`src/rtl/reset_sequencer.sv`:
```
// Staged SoC reset sequencer: stretches any reset trigger, then releases channels
// one at a time in index order, and latches the cause of the last reset.
module reset_sequencer #(
    parameter int NUM_CH      = 4,
    parameter int STRETCH     = 16,
    parameter int STAGE_GAP   = 8,
    parameter int CNT_WIDTH   = 8,
    parameter int WDT_TIMEOUT = 1000000,
    parameter int WDT_WIDTH   = 24
) (
    input  logic              clock,
    input  logic              reset,
    input  logic              ext_rst_n_i,
    input  logic              soft_rst_i,
    input  logic              wdt_en_i,
    input  logic              wdt_kick_i,
    output logic [NUM_CH-1:0] rst_o,
    output logic              ready_o,
    output logic [1:0]        rst_cause_o
);
    localparam int IDX_W = (NUM_CH > 1) ? $clog2(NUM_CH) : 1;
    localparam logic [IDX_W-1:0]     LAST_IDX    = IDX_W'(NUM_CH - 1);
    localparam logic [CNT_WIDTH-1:0] STRETCH_END = CNT_WIDTH'(STRETCH - 1);
    localparam logic [CNT_WIDTH-1:0] GAP_END     = CNT_WIDTH'(STAGE_GAP - 1);
    localparam logic [WDT_WIDTH-1:0] WDT_END     = WDT_WIDTH'(WDT_TIMEOUT - 1);
    localparam longint CNT_MAX = (STRETCH > STAGE_GAP) ? STRETCH : STAGE_GAP;

    typedef enum logic [1:0] {HOLD, RELEASE, RUN} state_t;

    state_t               state;
    logic [CNT_WIDTH-1:0] cnt;
    logic [IDX_W-1:0]     idx;
    logic [WDT_WIDTH-1:0] wdt;
    logic                 sync1, sync2;
    logic                 ext_trig, wdt_exp, trig;

    // Pad request is asynchronous; synchroniser idles high (no request).
    always_ff @(posedge clock) begin
        if (reset) begin
            sync1 <= 1'b1;
            sync2 <= 1'b1;
        end else begin
            sync1 <= ext_rst_n_i;
            sync2 <= sync1;
        end
    end

    // A kick on the terminal count suppresses expiry.
    always_comb begin
        ext_trig = ~sync2;
        wdt_exp  = (state == RUN) && wdt_en_i && !wdt_kick_i && (wdt == WDT_END);
        trig     = ext_trig | wdt_exp | soft_rst_i;
    end

    always_ff @(posedge clock) begin
        if (reset) begin
            state       <= HOLD;
            cnt         <= '0;
            idx         <= '0;
            wdt         <= '0;
            rst_o       <= '1;
            ready_o     <= 1'b0;
            rst_cause_o <= 2'b00;
        end else if (trig) begin
            state   <= HOLD;
            cnt     <= '0;
            idx     <= '0;
            wdt     <= '0;
            rst_o   <= '1;
            ready_o <= 1'b0;
            if (ext_trig)     rst_cause_o <= 2'b01;
            else if (wdt_exp) rst_cause_o <= 2'b11;
            else              rst_cause_o <= 2'b10;
        end else begin
            case (state)
                HOLD: begin
                    wdt <= '0;
                    if (cnt == STRETCH_END) begin
                        cnt      <= '0;
                        rst_o[0] <= 1'b0;
                        if (NUM_CH == 1) begin
                            state   <= RUN;
                            ready_o <= 1'b1;
                        end else begin
                            state <= RELEASE;
                            idx   <= IDX_W'(1);
                        end
                    end else begin
                        cnt <= cnt + 1'b1;
                    end
                end
                RELEASE: begin
                    wdt <= '0;
                    if (cnt == GAP_END) begin
                        cnt        <= '0;
                        rst_o[idx] <= 1'b0;
                        idx        <= idx + 1'b1;
                        if (idx == LAST_IDX) begin
                            state   <= RUN;
                            ready_o <= 1'b1;
                        end
                    end else begin
                        cnt <= cnt + 1'b1;
                    end
                end
                RUN: begin
                    if (!wdt_en_i || wdt_kick_i) wdt <= '0;
                    else                         wdt <= wdt + 1'b1;
                end
                default: state <= HOLD;
            endcase
        end
    end

    always_ff @(posedge clock) begin
        assert (CNT_MAX <= (longint'(1) << CNT_WIDTH) &&
                longint'(WDT_TIMEOUT) <= (longint'(1) << WDT_WIDTH))
            else $error("reset_sequencer: CNT_WIDTH or WDT_WIDTH too small");
    end
endmodule

```
`config.mk`:
```
export PLATFORM = sky130hd
export DESIGN_NAME = reset_sequencer
export DESIGN_NICKNAME = d
export VERILOG_FILES = /design/src/rtl/reset_sequencer.sv
export SDC_FILE = /design/constraint.sdc
export NUM_CORES = 1
export LEC_CHECK = 0
export ABC_AREA = 1
export CORE_MARGIN = 2
export CORE_UTILIZATION = 23
export DETAILED_ROUTE_END_ITERATION = 8
export PLACE_DENSITY = 0.35
export SLEW_MARGIN = 40
export SYNTH_ARGS = -nofsm -noshare
export SYNTH_HDL_FRONTEND = slang
export SYNTH_SLANG_ARGS = --single-unit
```
`constraint.sdc`:
```
create_clock -name clock -period 4.3 [get_ports clock]
set_input_delay 0.86 -clock clock [delete_from_list [all_inputs] [get_ports clock]]
set_output_delay 0.86 -clock clock [all_outputs]
set_load 0.02 [all_outputs]
```
# ---- Word-level counts from Yosys, hierarchy flattened
# Cells that the tools add are included.
dict set report totals {
  regBits 45
  latch_bits 0
  ramBits 0
  mem_bits_ro 0
  out_inout_bits 7
  wordCells 64
  mem_count 0
}
dict set report op_classes {
  n_addsub 3
  n_mul 0
  div 0
  magnitude_cmp 2
  n_eq_ne 9
  shift 0
  mux 18
  bitwise 6
  n_reduce_logical 16
}
# operator n
set op_table {}
lappend op_table {{24-bit one-hot mux with 2 select lines} 1}
lappend op_table {{24-bit by 1-bit adder with 24-bit output, second input constant} 1}
lappend op_table {{24-bit by 20-bit equality test with 1-bit output, second input constant} 1}
lappend op_table {{24-bit two-way mux} 1}
lappend op_table {{8-bit two-way mux} 2}
lappend op_table {{8-bit one-hot mux with 2 select lines} 1}
lappend op_table {{2-bit two-way mux} 5}
lappend op_table {{8-bit by 1-bit adder with 8-bit output, second input constant} 1}
lappend op_table {{8-bit by 3-bit equality test with 1-bit output, second input constant} 1}
lappend op_table {{8-bit by 4-bit equality test with 1-bit output, second input constant} 1}
lappend op_table {{2-bit != test, second input constant} 3}
lappend op_table {{2-bit one-hot mux with 3 select lines} 1}
lappend op_table {{3-bit AND reduction} 2}
lappend op_table {{4-bit AND} 1}
lappend op_table {{2-bit equality test, second input constant} 2}
lappend op_table {{1-bit logical AND} 4}
lappend op_table {{1-bit two-way mux} 4}
lappend op_table {{4-bit NOT} 1}
lappend op_table {{2-bit one-hot mux with 2 select lines} 1}
lappend op_table {{4-bit AND reduction} 1}
lappend op_table {{2-bit nonzero test} 2}
lappend op_table {{2-bit OR reduction} 2}
lappend op_table {{2-bit by 3-bit < comparator with 1-bit output, second input constant} 1}
lappend op_table {{2-bit by 1-bit adder with 2-bit output, second input constant} 1}
lappend op_table {{10 further kinds} 13}

# ---- Longest topological paths before layout
dict set report logic_depth {
  depth_word 8
  depth_mapped 12
  mapped_depth_nobuf 12
}

# ---- Worst setup path after synthesis
# Ideal clock, no wire load.
dict set report synth_path {
  path_type {input port to flip-flop}
  from {input wdt_kick_i}
  to {register idx[1]}
  setup_time_ps 108
  t_arrival_ps 1660
  setup_slack_ps 2532
  stages 9
  path_buffers 1
  cell_sequence {inv_1 > nand2_1 > nor2_8 > nand3_4 > nor2_4 > nor2_4 > buf_6 > nand2_1 > inv_2}
}
dict set report synth_via {
  elab_chain_cells 6
}
# element line
set synth_lines {}
lappend synth_lines {{start, declared} 16} ;# input logic wdt_kick_i,
lappend synth_lines {{1-bit zero test} 51} ;# wdt_exp = (state == RUN) && wdt_en_i && !wdt_kick_i && (wdt == WDT_END);
lappend synth_lines {{1-bit logical AND (2 in series)} 51}
lappend synth_lines {{1-bit OR (2 in series)} 52} ;# trig = ext_trig | wdt_exp | soft_rst_i;
lappend synth_lines {{2-bit OR reduction (no source line)} n/a}
lappend synth_lines {{end signal, assigned} 97} ;# idx <= idx + 1'b1;
lappend synth_lines {{end, declared} 32} ;# logic [IDX_W-1:0] idx;
# Every way passes these cells.
# A chain may end at the register's enable or synchronous reset.

# ---- Worst setup path after layout
dict set report layout_path {
  from {input wdt_en_i}
  to {register wdt[22]}
}
dict set report layout_via {
  elab_chain_cells 6
}
# element line
set layout_lines {}
lappend layout_lines {{start, declared} 15} ;# input logic wdt_en_i,
lappend layout_lines {{1-bit logical AND (3 in series)} 51}
lappend layout_lines {{1-bit OR (2 in series)} 52}
lappend layout_lines {{2-bit OR reduction (no source line)} n/a}
lappend layout_lines {{end signal, assigned} 108} ;# else wdt <= wdt + 1'b1;
lappend layout_lines {{end, declared} 33} ;# logic [WDT_WIDTH-1:0] wdt;
# Several ways; a longest one is shown, not always the timed one.

==> flow_summary_export.csv <==
group,metric,value,unit
cells_and_area,layout-area-overhead-vs-synth,15.2,%
cts,clk_transition_reported_paths,0.06,ns
routing,routed-via-count,2330,
sta,min_period,2.38,ns
cts,sinks_on_clock_net,45,
critical_path,crit-reg2reg-capture,"wdt[22]$_SDFFE_PP0P_",
routing,drtPass1Iterations,4,
cts,post_cts_setup_buffers,0,
floorplanning,die-area,12400,um2
yosys,netlist.top_cell.by_area,"sky130_fd_sc_hd__dfxtp_1",
floorplanning,ports,13,
cts,htree_levels,2,
sta,slew_viol_final,0,
critical_path,timing.critical_path.to,"wdt[22]$_SDFFE_PP0P_",
yosys,synth_most_common_cell,"sky130_fd_sc_hd__nand2_1",
sta,tns,0,ns
grt,grt_antenna_before_repair,0,
outcome,outcome,"finished, final reports clean",
placement,numPlacedInstances,540,
yosys,synth_sequential_area_ratio,34.0,%
cells_and_area,utilization,27.0,%
routing,routed_wire_length_per_instance,12.3,um
routing,drt_first_iter_violations,71,
critical_path,timing.critical_path.from_type,"primary input",
cts,cts.repair.resized,0,
sta,worst-slew-pin-transition,0.557,ns
cts,clockRootBuffer,"sky130_fd_sc_hd__clkbuf_16",
critical_path,timing_worst_setup_path_type,"primary input to flop",
critical_path,crit_required,4.48,ns
job,timing.max_cap.violations,0,
yosys,synth_nets,404,
yosys,asyncSetResetFlopFracSynth,0,%
power_and_ir_drop,leakagePower,1.20,nW
sta,clock.fmax,420,MHz
cts,cts-buffers-inserted,5,
cts,clock_tree.buffer_depth,2,
floorplanning,std_cell_rows,39,
cells_and_area,nNetsFinal,416,
sta,final-hold-violation-count,0,
critical_path,cp-startpoint,"wdt_en_i",
grt,global_route.usage.total,11.4,%
yosys,count_of_state_elements_after_synthesis,45,
yosys,synthesis.area,2650,um2
critical_path,critPathMaxFanout,25,
critical_path,worst_setup_path_end_kind,"flop",
floorplanning,area_of_the_core,11300,um2
yosys,synthTopCellsByCount,"sky130_fd_sc_hd__nand2_1, sky130_fd_sc_hd__nor2_1, sky130_fd_sc_hd__inv_1",
min_path,hp-class,"flop to flop",
sta,finalCritPeriodShare,55.4,%
cts,clock_insertion_delay_worst_skew,0.28,ns
grt,gr-total-overflow,0,
cells_and_area,layoutNonFillerInstCount,547,
sta,rsz0062_at_grt,"no",
placement,gp_congestion,0.743,
yosys,synth_enable_flop_cells,0,
cells_and_area,layout-drive-gt1-share,14.4,%
yosys,synth.top_cell.area_share,34.0,%
yosys,ys_dominant_reg_cell,"sky130_fd_sc_hd__dfxtp_1",
grt,vias_in_the_first_global_route,2218,
sta,skew,0.00550,ns
routing,antenna_violating_nets_remaining,0,
floorplanning,die_h,111,um
yosys,ys_top_cells_by_area,"sky130_fd_sc_hd__dfxtp_1, sky130_fd_sc_hd__nand2_1, sky130_fd_sc_hd__nor2_1, sky130_fd_sc_hd__inv_1, sky130_fd_sc_hd__a21oi_1",
yosys,synth_cells,392,
placement,port_buffers,12,
sta,setup_violations,0,
power_and_ir_drop,pwr_density_cell,289,nW/um2
grt,grt_start_max_net_pins,26,
cts,cts-hold-fix-buffers,0,
critical_path,rr_startpoint,"state[1]$_SDFFE_PP0P_",
routing,detail_route.wirelength,6720,um
yosys,synth.yosys.warnings,0,
routing,vias_per_instance,4.26,
sta,worst_slew_margin_relative_to_its_limit,62.8,%
cells_and_area,n_antenna_cell,0,
placement,dp_hpwl,5010,um
floorplanning,initial_utilization,23.4,%
power_and_ir_drop,max-vdd-ir-drop,131,uV
yosys,synth.lib_cells_used.distinct,34,
cts,tritoncts,"done",
grt,grt_first_pass_wirelength,11300,um
critical_path,r2r_slack,2.42,ns
critical_path,reg2reg_depth,9,
critical_path,critPathArrivalTime,2.57,ns
routing,drc_errors,0,
floorplanning,die_x,111,um
yosys,postSynthAreaPerCell,6.76,um2
[worst max-delay path, stage by stage]
cell	delay [ns]
sky130_fd_sc_hd__clkdlybuf4s50_1	0.45
sky130_fd_sc_hd__nand2_1	0.15
sky130_fd_sc_hd__nor2_8	0.37
sky130_fd_sc_hd__nand3_4	0.14
sky130_fd_sc_hd__inv_2	0.09
sky130_fd_sc_hd__nand2_4	0.06
sky130_fd_sc_hd__nand2_4	0.26
sky130_fd_sc_hd__nor2_1	0.07
sky130_fd_sc_hd__nand2_1	0.07
sky130_fd_sc_hd__inv_1	0.03
[through the flow]
| step | power [mW] | setup slack (ns) | instance area [um2] | hold WS, ns |
|---|---|---|---|---|
| after floorplan | 0.448 | 2.53 | 2650 | 0.389 |
| after detailed placement | 0.457 | 1.58 | 2890 | 0.396 |
| after global placement | 0.457 | 1.61 | 2890 | 0.392 |
| after global routing | 0.918 | 1.70 | 3050 | 0.429 |
| final | 0.884 | 1.92 | 3050 | 0.410 |
| after CTS | 0.902 | 1.89 | 3050 | 0.411 |
[placed cells by master, fill, tap and decap left out, types with 3 or more instances in the layout]
cell / netlist / layout
sky130_fd_sc_hd__nand2_1: 96 / 96
sky130_fd_sc_hd__nor2_1: 58 / 58
sky130_fd_sc_hd__inv_1: 48 / 48
sky130_fd_sc_hd__dfxtp_1: 45 / 45
sky130_fd_sc_hd__a21oi_1: 25 / 25
sky130_fd_sc_hd__nand3_1: 17 / 17
sky130_fd_sc_hd__clkdlybuf4s50_1: 0 / 12
sky130_fd_sc_hd__nand2_2: 11 / 11
sky130_fd_sc_hd__o21ai_0: 10 / 10
sky130_fd_sc_hd__nor2_2: 9 / 9
sky130_fd_sc_hd__inv_2: 8 / 8
sky130_fd_sc_hd__nand4_1: 7 / 7
sky130_fd_sc_hd__nor3_2: 7 / 7
sky130_fd_sc_hd__ha_1: 6 / 6
sky130_fd_sc_hd__nor2_4: 5 / 5
sky130_fd_sc_hd__xor2_1: 5 / 5
sky130_fd_sc_hd__clkbuf_16: 0 / 5
sky130_fd_sc_hd__a22oi_1: 4 / 4
sky130_fd_sc_hd__nand2_4: 3 / 3
sky130_fd_sc_hd__or2_2: 3 / 3
sky130_fd_sc_hd__o21ai_1: 3 / 3
[final cells by class]
cell class / count / area, um2
clock buffer: 5 / 125
multi-input combinational: 284 / 1480
inverter: 56 / 210
clock inverter: 2 / 35.0
timing repair buffer: 12 / 120
sequential: 45 / 901
fill: 1269 / 8270
tap: 143 / 179
[cells by family (layout without fill, tap and decap cells)]
family	Yosys count	after routing	synth area share, %
AO/OA/AOI/OAI	49	49	10.3
XOR/XNOR	5	5	1.65
adder cells (fa/ha/maj)	6	6	2.83
buffers and inverters	63	75	10.1
flip-flops	45	45	34.0
AND/OR/NAND/NOR	224	224	41.2
[where the power goes]
group / total, mW / switching, mW / internal, mW / leakage (nW)
clock network: 0.437 / 0.167 / 0.270 / 0.0797
logic: 0.0258 / 0.0158 / 0.0100 / 0.754
registers: 0.421 / 0.00150 / 0.419 / 0.364
[worst min-delay path by stage]
stage                           startpoint               end  cells after the start  slack [ns]
after global routing      sync1$_SDFF_PP1_  sync2$_SDFF_PP1_                      1        0.43
after global placement    sync1$_SDFF_PP1_  sync2$_SDFF_PP1_                      1        0.39
final                     sync1$_SDFF_PP1_  sync2$_SDFF_PP1_                      1        0.41
after floorplan           sync1$_SDFF_PP1_  sync2$_SDFF_PP1_                      1        0.39
after CTS                 sync1$_SDFF_PP1_  sync2$_SDFF_PP1_                      1        0.41
after detailed placement  sync1$_SDFF_PP1_  sync2$_SDFF_PP1_                      1        0.40
[routing by layer]
metal / share of wire [%] / vias up / wire, um / GRT usage [%]
li1: - / 1263 / - / -
met1: 52 / 1042 / 3520 / 16.0
met2: 44 / 21 / 2940 / 17.9
met3: 2.9 / 4 / 197 / 1.91
met4: 0.89 / 0 / 60 / 3.46
met5: 0 / - / 0 / 0
[state kept, by name, summed over array words and instances, names as in the netlist]
name / count
cnt: 8
sync1: 1
wdt: 24
ready_o: 1
rst_o: 4
state: 2
idx: 2
rst_cause_o: 2
sync2: 1
(Power assumes the default switching activity.)
